<file path="src/rtl/lvt_bist_pkg.sv">
//-----------------------------------------------------------------------------
// Module      : lvt_bist_pkg
// Description : Shared state encoding, data-pattern function and constants
//               for the lvt_bram exerciser.
// Revision    : 1.0 - initial release
//-----------------------------------------------------------------------------
`default_nettype none

package lvt_bist_pkg;

  localparam int ERR_CNT_W = 16;

  typedef enum logic [2:0] {
    ST_IDLE  = 3'd0,
    ST_FILL  = 3'd1,
    ST_OVR   = 3'd2,
    ST_READ  = 3'd3,
    ST_DRAIN = 3'd4,
    ST_DONE  = 3'd5
  } bist_state_e;

  // Callers zero-extend the address into the 64-bit operand and truncate the result.
  function automatic logic [63:0] pat_d(input logic [63:0] addr, input logic [63:0] pat);
    return addr ^ pat;
  endfunction

endpackage

`default_nettype wire

</file>
<file path="src/rtl/lvt_rd_checker.sv">
//-----------------------------------------------------------------------------
// Module      : lvt_rd_checker
// Description : Read-latency address pipe, expected-value compare, saturating
//               error counter and first-error address latch.
// Revision    : 1.0 - initial release
//-----------------------------------------------------------------------------
`default_nettype none

module lvt_rd_checker
  import lvt_bist_pkg::*;
#(
  parameter int                    ADDR_WIDTH = 8,
  parameter int                    DATA_WIDTH = 8,
  parameter int                    RD_LATENCY = 1,
  parameter logic [DATA_WIDTH-1:0] PAT1       = 'hA5,
  parameter logic [DATA_WIDTH-1:0] PAT2       = 'h3C
) (
  input  logic                  clk,
  input  logic                  rst_n,
  input  logic                  clear,
  input  logic                  issue,
  input  logic [ADDR_WIDTH-1:0] issue_addr,
  input  logic [DATA_WIDTH-1:0] rd_data,
  output logic                  mismatch,
  output logic [ERR_CNT_W-1:0]  err_count,
  output logic [ADDR_WIDTH-1:0] first_err_addr
);

  logic [RD_LATENCY-1:0] r_vld;
  logic [ADDR_WIDTH-1:0] r_addr [RD_LATENCY];
  logic [ERR_CNT_W-1:0]  r_err_count;
  logic [ADDR_WIDTH-1:0] r_first_err_addr;

  logic [ADDR_WIDTH-1:0] w_exit_addr;
  logic [DATA_WIDTH-1:0] w_exp;

  always_ff @(posedge clk or negedge rst_n) begin
    if (!rst_n) begin
      r_vld <= '0;
      for (int i = 0; i < RD_LATENCY; i++) begin
        r_addr[i] <= '0;
      end
    end else begin
      r_vld[0]  <= issue & ~clear;
      r_addr[0] <= issue_addr;
      for (int i = 1; i < RD_LATENCY; i++) begin
        r_vld[i]  <= r_vld[i-1] & ~clear;
        r_addr[i] <= r_addr[i-1];
      end
    end
  end

  // Odd words keep their fill value; even words end with the port-1 overwrite.
  assign w_exit_addr = r_addr[RD_LATENCY-1];
  assign w_exp       = w_exit_addr[0] ? DATA_WIDTH'(pat_d(64'(w_exit_addr), 64'(PAT1)))
                                      : DATA_WIDTH'(pat_d(64'(w_exit_addr), 64'(PAT2)));
  assign mismatch    = r_vld[RD_LATENCY-1] && (rd_data != w_exp);

  always_ff @(posedge clk or negedge rst_n) begin
    if (!rst_n) begin
      r_err_count      <= '0;
      r_first_err_addr <= '0;
    end else if (clear) begin
      r_err_count      <= '0;
      r_first_err_addr <= '0;
    end else if (mismatch) begin
      if (r_err_count != '1) begin
        r_err_count <= r_err_count + ERR_CNT_W'(1);
      end
      if (r_err_count == '0) begin
        r_first_err_addr <= w_exit_addr;
      end
    end
  end

  assign err_count      = r_err_count;
  assign first_err_addr = r_first_err_addr;

endmodule

`default_nettype wire

</file>
<file path="src/rtl/lvt_bram_exerciser.sv">
//-----------------------------------------------------------------------------
// Module      : lvt_bram_exerciser
// Description : Fill / same-address overwrite / readback BIST sequencer for a
//               2-write 1-read live-value-table memory.
// Revision    : 1.0 - initial release
//-----------------------------------------------------------------------------
`default_nettype none

module lvt_bram_exerciser
  import lvt_bist_pkg::*;
#(
  parameter int                    ADDR_WIDTH = 8,
  parameter int                    DATA_WIDTH = 8,
  parameter int                    NUM_WORDS  = 64,
  parameter int                    RD_LATENCY = 1,
  parameter logic [DATA_WIDTH-1:0] PAT0       = 'h5A,
  parameter logic [DATA_WIDTH-1:0] PAT1       = 'hA5,
  parameter logic [DATA_WIDTH-1:0] PAT2       = 'h3C
) (
  input  logic                  clk,
  input  logic                  rst_n,
  input  logic                  start,
  output logic [ADDR_WIDTH-1:0] wr0_addr,
  output logic [DATA_WIDTH-1:0] wr0_data,
  output logic                  wr0_en,
  output logic [ADDR_WIDTH-1:0] wr1_addr,
  output logic [DATA_WIDTH-1:0] wr1_data,
  output logic                  wr1_en,
  output logic [ADDR_WIDTH-1:0] rd0_addr,
  output logic                  rd0_en,
  input  logic [DATA_WIDTH-1:0] rd0_data,
  output logic                  busy,
  output logic                  done,
  output logic                  pass,
  output logic [ERR_CNT_W-1:0]  err_count,
  output logic [ADDR_WIDTH-1:0] first_err_addr
);

  // Headroom so the counter also covers the drain phase for narrow address widths.
  localparam int                 c_CNT_W      = ADDR_WIDTH + 3;
  localparam logic [c_CNT_W-1:0] c_FILL_LAST  = c_CNT_W'(NUM_WORDS / 2 - 1);
  localparam logic [c_CNT_W-1:0] c_WORD_LAST  = c_CNT_W'(NUM_WORDS - 1);
  localparam logic [c_CNT_W-1:0] c_DRAIN_LAST = c_CNT_W'(RD_LATENCY - 1);

  function automatic logic [DATA_WIDTH-1:0] dat(input logic [ADDR_WIDTH-1:0] a,
                                                input logic [DATA_WIDTH-1:0] p);
    return DATA_WIDTH'(pat_d(64'(a), 64'(p)));
  endfunction

  bist_state_e           r_state, w_state_n;
  logic [c_CNT_W-1:0]    r_cnt, w_cnt_n;
  logic                  w_start_go;

  logic [ADDR_WIDTH-1:0] w_even_addr, w_pair_addr;
  logic [ADDR_WIDTH-1:0] r_wr0_addr, w_wr0_addr, r_wr1_addr, w_wr1_addr, r_rd0_addr, w_rd0_addr;
  logic [DATA_WIDTH-1:0] r_wr0_data, w_wr0_data, r_wr1_data, w_wr1_data;
  logic                  r_wr0_en, w_wr0_en, r_wr1_en, w_wr1_en, r_rd0_en, w_rd0_en;
  logic                  r_busy, w_busy, r_done, w_done, r_pass, w_pass;

  logic                  w_mismatch;
  logic [ERR_CNT_W-1:0]  w_err_count;
  logic [ADDR_WIDTH-1:0] w_first_err_addr;

  assign w_start_go = (r_state == ST_IDLE) && start;

  always_comb begin
    w_state_n = r_state;
    w_cnt_n   = r_cnt;
    case (r_state)
      ST_IDLE: begin
        w_cnt_n = '0;
        if (start) w_state_n = ST_FILL;
      end
      ST_FILL: begin
        w_cnt_n = r_cnt + c_CNT_W'(1);
        if (r_cnt == c_FILL_LAST) begin
          w_state_n = ST_OVR;
          w_cnt_n   = '0;
        end
      end
      ST_OVR: begin
        w_cnt_n = r_cnt + c_CNT_W'(1);
        if (r_cnt == c_WORD_LAST) begin
          w_state_n = ST_READ;
          w_cnt_n   = '0;
        end
      end
      ST_READ: begin
        w_cnt_n = r_cnt + c_CNT_W'(1);
        if (r_cnt == c_WORD_LAST) begin
          w_state_n = ST_DRAIN;
          w_cnt_n   = '0;
        end
      end
      ST_DRAIN: begin
        w_cnt_n = r_cnt + c_CNT_W'(1);
        if (r_cnt == c_DRAIN_LAST) begin
          w_state_n = ST_DONE;
          w_cnt_n   = '0;
        end
      end
      ST_DONE: begin
        w_state_n = ST_IDLE;
        w_cnt_n   = '0;
      end
      default: begin
        w_state_n = ST_IDLE;
        w_cnt_n   = '0;
      end
    endcase
  end

  // Port outputs are decoded from the next state so they are registered yet aligned with it.
  assign w_even_addr = ADDR_WIDTH'(w_cnt_n << 1);
  assign w_pair_addr = ADDR_WIDTH'(w_cnt_n & ~c_CNT_W'(1));

  always_comb begin
    w_wr0_en   = 1'b0;
    w_wr0_addr = '0;
    w_wr0_data = '0;
    w_wr1_en   = 1'b0;
    w_wr1_addr = '0;
    w_wr1_data = '0;
    w_rd0_en   = 1'b0;
    w_rd0_addr = '0;
    case (w_state_n)
      ST_FILL: begin
        w_wr0_en   = 1'b1;
        w_wr0_addr = w_even_addr;
        w_wr0_data = dat(w_even_addr, PAT0);
        w_wr1_en   = 1'b1;
        w_wr1_addr = w_even_addr | ADDR_WIDTH'(1);
        w_wr1_data = dat(w_even_addr | ADDR_WIDTH'(1), PAT1);
      end
      ST_OVR: begin
        if (!w_cnt_n[0]) begin
          w_wr0_en   = 1'b1;
          w_wr0_addr = w_pair_addr;
          w_wr0_data = dat(w_pair_addr, PAT1);
        end else begin
          w_wr1_en   = 1'b1;
          w_wr1_addr = w_pair_addr;
          w_wr1_data = dat(w_pair_addr, PAT2);
        end
      end
      ST_READ: begin
        w_rd0_en   = 1'b1;
        w_rd0_addr = ADDR_WIDTH'(w_cnt_n);
      end
      default: ;
    endcase
  end

  assign w_busy = (w_state_n != ST_IDLE);
  assign w_done = (w_state_n == ST_DONE);

  // The final compare can land in the last drain cycle, so fold in this cycle's mismatch.
  always_comb begin
    w_pass = r_pass;
    if (w_start_go) begin
      w_pass = 1'b0;
    end else if (w_state_n == ST_DONE) begin
      w_pass = (w_err_count == '0) && !w_mismatch;
    end
  end

  always_ff @(posedge clk or negedge rst_n) begin
    if (!rst_n) begin
      r_state    <= ST_IDLE;
      r_cnt      <= '0;
      r_wr0_en   <= 1'b0;
      r_wr0_addr <= '0;
      r_wr0_data <= '0;
      r_wr1_en   <= 1'b0;
      r_wr1_addr <= '0;
      r_wr1_data <= '0;
      r_rd0_en   <= 1'b0;
      r_rd0_addr <= '0;
      r_busy     <= 1'b0;
      r_done     <= 1'b0;
      r_pass     <= 1'b0;
    end else begin
      r_state    <= w_state_n;
      r_cnt      <= w_cnt_n;
      r_wr0_en   <= w_wr0_en;
      r_wr0_addr <= w_wr0_addr;
      r_wr0_data <= w_wr0_data;
      r_wr1_en   <= w_wr1_en;
      r_wr1_addr <= w_wr1_addr;
      r_wr1_data <= w_wr1_data;
      r_rd0_en   <= w_rd0_en;
      r_rd0_addr <= w_rd0_addr;
      r_busy     <= w_busy;
      r_done     <= w_done;
      r_pass     <= w_pass;
    end
  end

  lvt_rd_checker #(
    .ADDR_WIDTH (ADDR_WIDTH),
    .DATA_WIDTH (DATA_WIDTH),
    .RD_LATENCY (RD_LATENCY),
    .PAT1       (PAT1),
    .PAT2       (PAT2)
  ) u_rd_checker (
    .clk            (clk),
    .rst_n          (rst_n),
    .clear          (w_start_go),
    .issue          (r_rd0_en),
    .issue_addr     (r_rd0_addr),
    .rd_data        (rd0_data),
    .mismatch       (w_mismatch),
    .err_count      (w_err_count),
    .first_err_addr (w_first_err_addr)
  );

  assign wr0_addr       = r_wr0_addr;
  assign wr0_data       = r_wr0_data;
  assign wr0_en         = r_wr0_en;
  assign wr1_addr       = r_wr1_addr;
  assign wr1_data       = r_wr1_data;
  assign wr1_en         = r_wr1_en;
  assign rd0_addr       = r_rd0_addr;
  assign rd0_en         = r_rd0_en;
  assign busy           = r_busy;
  assign done           = r_done;
  assign pass           = r_pass;
  assign err_count      = w_err_count;
  assign first_err_addr = w_first_err_addr;

endmodule

`default_nettype wire

</file>
<file path="config.mk">
export PLATFORM = sky130hd
export DESIGN_NAME = lvt_bram_exerciser
export DESIGN_NICKNAME = d
export VERILOG_FILES = /design/src/rtl/lvt_bist_pkg.sv /design/src/rtl/lvt_rd_checker.sv /design/src/rtl/lvt_bram_exerciser.sv
export SDC_FILE = /design/constraint.sdc
export NUM_CORES = 1
export LEC_CHECK = 0
export CORE_MARGIN = 1.5
export CORE_UTILIZATION = 45
export DETAILED_ROUTE_END_ITERATION = 16
export GPL_TIMING_DRIVEN = 0
export HOLD_SLACK_MARGIN = 0.08
export PLACE_DENSITY = 0.74
export SYNTH_ARGS = -nofsm -noshare
export SYNTH_HDL_FRONTEND = slang
export SYNTH_HIERARCHICAL = 1
export SYNTH_SLANG_ARGS = --single-unit
</file>
<file path="constraint.sdc">
create_clock -name clk -period 2.46 [get_ports clk]
set_input_delay 0.492 -clock clk [delete_from_list [all_inputs] [get_ports clk]]
set_output_delay 0.492 -clock clk [all_outputs]
set_load 0.005 [all_outputs]
</file>
After elaboration in Yosys (flattened, before gate mapping)
Cells that the tools add are included.
- bits of input ports: 11
- bits in registers: 93
- word-level logic and storage cells: 87
- output and inout port bits: 70
- $add $sub $neg: 2
- multiplexer cells: 33
- bitwise logic cells: 8
- reductions and logical operators: 15
- eq/ne operators: 12
- operators by type and width (kind ; number):
    $mux W8 ; 9
    $pmux W8 S2 ; 4
    $mux W16 ; 3
    $mux W11 ; 3
    $pmux W11 S3 ; 1
    $not A4 Y4 ; 6
    $add A16 B1 Y16 const B ; 1
    $logic_not A16 Y1 ; 1
    $ne A16 B16 Y1 const B ; 1
    $mux W3 ; 5
    $pmux W3 S5 ; 1
    $eq A3 B2 Y1 const B ; 4
    $add A11 B1 Y11 const B ; 1
    $eq A11 B5 Y1 const B ; 1
    $eq A11 B6 Y1 const B ; 1
    $logic_not A11 Y1 ; 1
    $ne A8 B8 Y1 ; 1
    $reduce_bool A2 Y1 ; 4
    $eq A3 B1 Y1 const B ; 2
    $eq A3 B3 Y1 const B ; 2
    $mux W1 ; 5
    $pmux W1 S2 ; 2
    $reduce_and A2 Y1 ; 2
    $logic_and A1 B1 Y1 ; 3
    other kinds (6) ; 6

Longest topological paths before layout
- depth in word-level cells: 8
- depth in mapped cells: 10
- depth with buffers taken out: 9

Hierarchy
The synthesis kept the hierarchy.
- modules (own cells, without submodules) (module ; instances ; seq. area each (um^2) ; area an instance (um^2) ; cells each):
    lvt_bram_exerciser ; 1 ; 1401.3 ; 2301.0 ; 210
    lvt_rd_checker ; 1 ; 825.8 ; 1675.4 ; 168

Least setup slack after synthesis
Ideal clock, no wire load.
- path kind: register to register
- start: register r_cnt[6]
- end: register r_busy (netlist: busy)
- required time: 2.329 ns
- path buffers: 1
- stages on the path, launching flop included: 7
- setup time: 0.131 ns
- path slack: 0.010 ns
- period minus slack after synthesis: 2.450 ns
- arrival time: 2.319 ns
- cells stage by stage: dfrtp_1 > or3_1 > buf_2 > nor4_1 > mux2i_1 > nand2_1 > or3_1
- cells in the longest elaborated chain, start to end: 4
- elaborated cells on any way between the ends: 9
- classes of those cells: 2 x eq/ne; 5 x mux; 2 x reduce/logical
- RTL lines (item ; RTL line ; RTL):
    start, declared ; lvt_bram_exerciser.sv:51 ; logic [c_CNT_W-1:0] r_cnt, w_cnt_n;
    start signal, assigned ; lvt_bram_exerciser.sv:184 ; r_cnt <= w_cnt_n;
    $eq A11 B6 Y1 (tied with other cells) ; lvt_bram_exerciser.sv:83, lvt_bram_exerciser.sv:90 ;
    $mux W3, on equally long branches ; - ;
    $pmux W3 S5 (*) ; lvt_bram_exerciser.sv:69 ; case (r_state)
    via w_state_n[0] ; lvt_bram_exerciser.sv:50 ; bist_state_e r_state, w_state_n;
    $reduce_bool A3 Y1 (*) ; lvt_bram_exerciser.sv:154 ; assign w_busy = (w_state_n != ST_IDLE);
    via w_busy ; lvt_bram_exerciser.sv:58 ; logic r_busy, w_busy, r_done, w_done, r_pass, w_pass;
    end signal, assigned ; lvt_bram_exerciser.sv:193 ; r_busy <= w_busy;
    end, declared ; lvt_bram_exerciser.sv:58 ;
Mark *: on every way through the listed nets, which the timed path passes. The rest lies on a longest branch.
A chain may end at the register's enable or synchronous reset.

Final worst setup path
- start: register r_cnt[10]
- end: register r_busy (netlist: busy)
Same word-level chain as after synthesis.

==> impl_metrics.ini <==
[hold_path]
hold_depth = 0
hold_path_end = u_rd_checker/r_addr[0]
hold_path.class = flop to flop
hp-start = rd0_addr[0]

[critical_path]
crit_top_cell = or3_1
endpoint_kind = flop
worstSetupPathType = flop to flop
worstReg2RegEnd = busy
cp.required_ns = 2.69
critPathSlowestCell = o41a_1
path_buf_inv = 1
cp.arrival_ns = 2.72
r2r_cells = 6
crit_path_max_incr_delay_ns = 0.51
reg2reg_from = r_cnt[10]
startpoint_type = flop
cp_top_family = simple AND/OR/NAND/NOR gates
cp_max_fo = 5
rrSetupSlack_ns = -0.03
cp_cell_sequence = or3_1 -> buf_6 -> o41a_1 -> a211oi_4 -> nand2_1 -> or3_1

[power]
combPwrFrac_pct = 4.4
seq_power_share_pct = 59.2
power.total_mw = 2.53
leakagePower_nw = 2.31
swShare_pct = 24.5
internal_power_mw = 1.91
power_density_nw_per_um2 = 469
clkPwrFrac_pct = 36.3
netSwitchingPower_mw = 0.619
peakVddDrop_v = 0.000312

[grt]
grt_antenna_before_repair = 0
grt_pass1_wl_um = 16100
grt_pass1_vias = 3192
overflow = 0
grt_max_degree = 58
track_usage_pct = 21.4

[sta]
hold_ws_ns = 0.379
setup-violations-final = 3
slew_viol_final = 0
worst_pin_slew_ns = 0.825
rsz0062_at_grt = true
hold_viol = 0
fin_ws_ns = -0.0277
period_share_pct = 101
setup-tns-final_ns = -0.0567
timing.fmax_mhz = 402
max_slew_margin_pct = 44.3
final.setup_skew_ns = 0.0132
period_needed_ns = 2.49

[routing]
drtPass1Iterations = 5
finalWirelength_um = 10100
via_per_inst = 5.63
first_iter_violations = 192
post_drt_wl_per_cell_um = 16.9
ant_nets = 0
vias = 3372
drc = 0

[final_layout]
final_cells = 599
postLayoutCoreUtil_pct = 62.4
area_growth_pct = 35.5
diodes = 0
fill_cells = 723
final_area_um2 = 5390
multi_input_area_um2 = 1700
drive_above_1_share_pct = 15.5
final_nets = 501
regArea_um2 = 2230

[clocking]
cts_max_path_buffers = 2
h-tree-depth = 3
cts_tree = yes
clkTransAtPathRegs_ns = 0.09
cts_root_buf = clkbuf_8
clock_sinks = 89
clk_latency_ns = 0.36
cts-buffers-inserted = 9

[placed_design]
placed_area_um2 = 4920
io_buffers = 78
numPlacedInstances = 566
gp_congestion = 0.872
hpwl_um = 6890
pre_cts_slack_ns = -0.627

[synthesis]
netlist_area_um2 = 3980
synthFlopType = dfrtp_1
synth.area.top_cells = dfrtp_1 (56%), a21oi_1 (3.7%), nor2_1 (2.8%)
yosysMostFrequentCell = dfrtp_1
async_flop_share_pct = 100
yosys-top-cells-count = dfrtp_1 (89), nor2_1 (30), a21oi_1 (29)
ys_ff_latch = 89
yosys_warnings = 6
synth-seq-area-share_pct = 56.0
synth_top_area_share_pct = 56.0
synth-edff-count = 0
yosysTopAreaCell = dfrtp_1
synthCells = 378
ys_types = 51
synth.avg_cell_area_um2 = 10.5

[floorplan]
core.rowCount = 34
core-area_um2 = 8640
io_pins = 81
die_h_um = 97
die_area_um2 = 9410
die_w_um = 97
initial_core_util_pct = 46.0

[status]
violations = setup timing
status = finished, violations left

[job]
cap_violations = 0
power groups by stage:
stage / registers [mW] / logic (mW) / clock network (mW)
floorplan: 1.52 / 0.0304 / 0
global placement: 1.53 / 0.105 / 0
detailed placement: 1.53 / 0.112 / 0
CTS: 1.50 / 0.114 / 0.947
global route: 1.50 / 0.126 / 1.01
finish: 1.50 / 0.112 / 0.919
sequential cells by signal (all words and copies together) (netlist names):
name                         flops
busy                             1
done                             1
pass                             1
r_cnt                           11
r_state                          3
rd0_addr                         8
rd0_en                           1
u_rd_checker/err_count          16
u_rd_checker/first_err_addr      8
u_rd_checker/r_addr              8
u_rd_checker/r_vld               1
wr0_addr                         7
wr0_data                         8
wr0_en                           1
wr1_addr                         8
wr1_data                         5
wr1_en                           1
repair_timing:
action	CTS	global route
hold endpoints to repair	16	0
hold buffers	1	0
resized for setup	16	23
pin swaps	3	8
setup endpoints to repair	39	30
setup buffers	5	13
routing by layer:
metal  up-vias  GRT usage, %  share of wire (%)
met3        10          5.49                6.5
met1      1643          28.3                 42
li1       1579             -                  -
met5         -             0                  0
met2       140          35.3                 50
met4         0          5.35                1.4
cells by family (layout without fill, tap and decap cells):
kind of cell,Yosys count,in the layout,synth area share (%)
flip-flops,89,89,56.0
buffers and inverters,37,149,4.37
adder cells (fa/ha/maj),4,4,1.26
XOR/XNOR,18,18,4.31
AO/OA/AOI/OAI,89,89,13.7
other,1,2,0.0943
AND/OR/NAND/NOR,136,136,19.2
multiplexers,4,4,1.07
final cells by class:
type,instances,share of cell area (%)
Sequential cell,89,41.3
Multi-Input combinational cell,253,31.6
Timing Repair Buffer,98,17.8
Tap cell,108,2.51
Buffer,20,2.44
Clock buffer,10,2.37
Inverter,15,1.05
Clock inverter,6,0.929
worst register-to-register path, cell delays in order, from the launching register on:
cell and delay (ns):
dfrtp_1 0.38, or3_1 0.38, buf_6 0.15, o41a_1 0.52, a211oi_4 0.40, nand2_1 0.13, or3_1 0.40
cell usage in the layout (no fill, tap or decap), drive strengths merged, types with 3 or more instances in the layout:
cell type,instances
inv,17
o22ai,8
and3,7
ha,4
or3,4
nor2,30
xnor2,11
nor3b,3
and4,3
or4,11
dfrtp,89
o31ai,12
nand2b,3
nor3,4
xor2,6
nand2,17
a21oi,29
clkdlybuf4s50,77
nand4,9
buf,36
nand3,20
nor2b,3
clkbuf,14
and2,3
nor4,12
o21ai,27
worst max path at each step:
| stage | from | endpoint | cells after the start |
|---|---|---|---|
| after CTS | r_cnt[1] | busy | 6 |
| after floorplan | r_cnt[6] | busy | 6 |
| final | r_cnt[10] | busy | 6 |
| after global routing | r_cnt[2] | wr0_data[6] | 7 |
| after global placement | rst_n | wr0_data[6] | 1 |
| after detailed placement | r_cnt[6] | wr0_addr[4] | 6 |
Note: power is estimated with default switching activity, not from simulation.
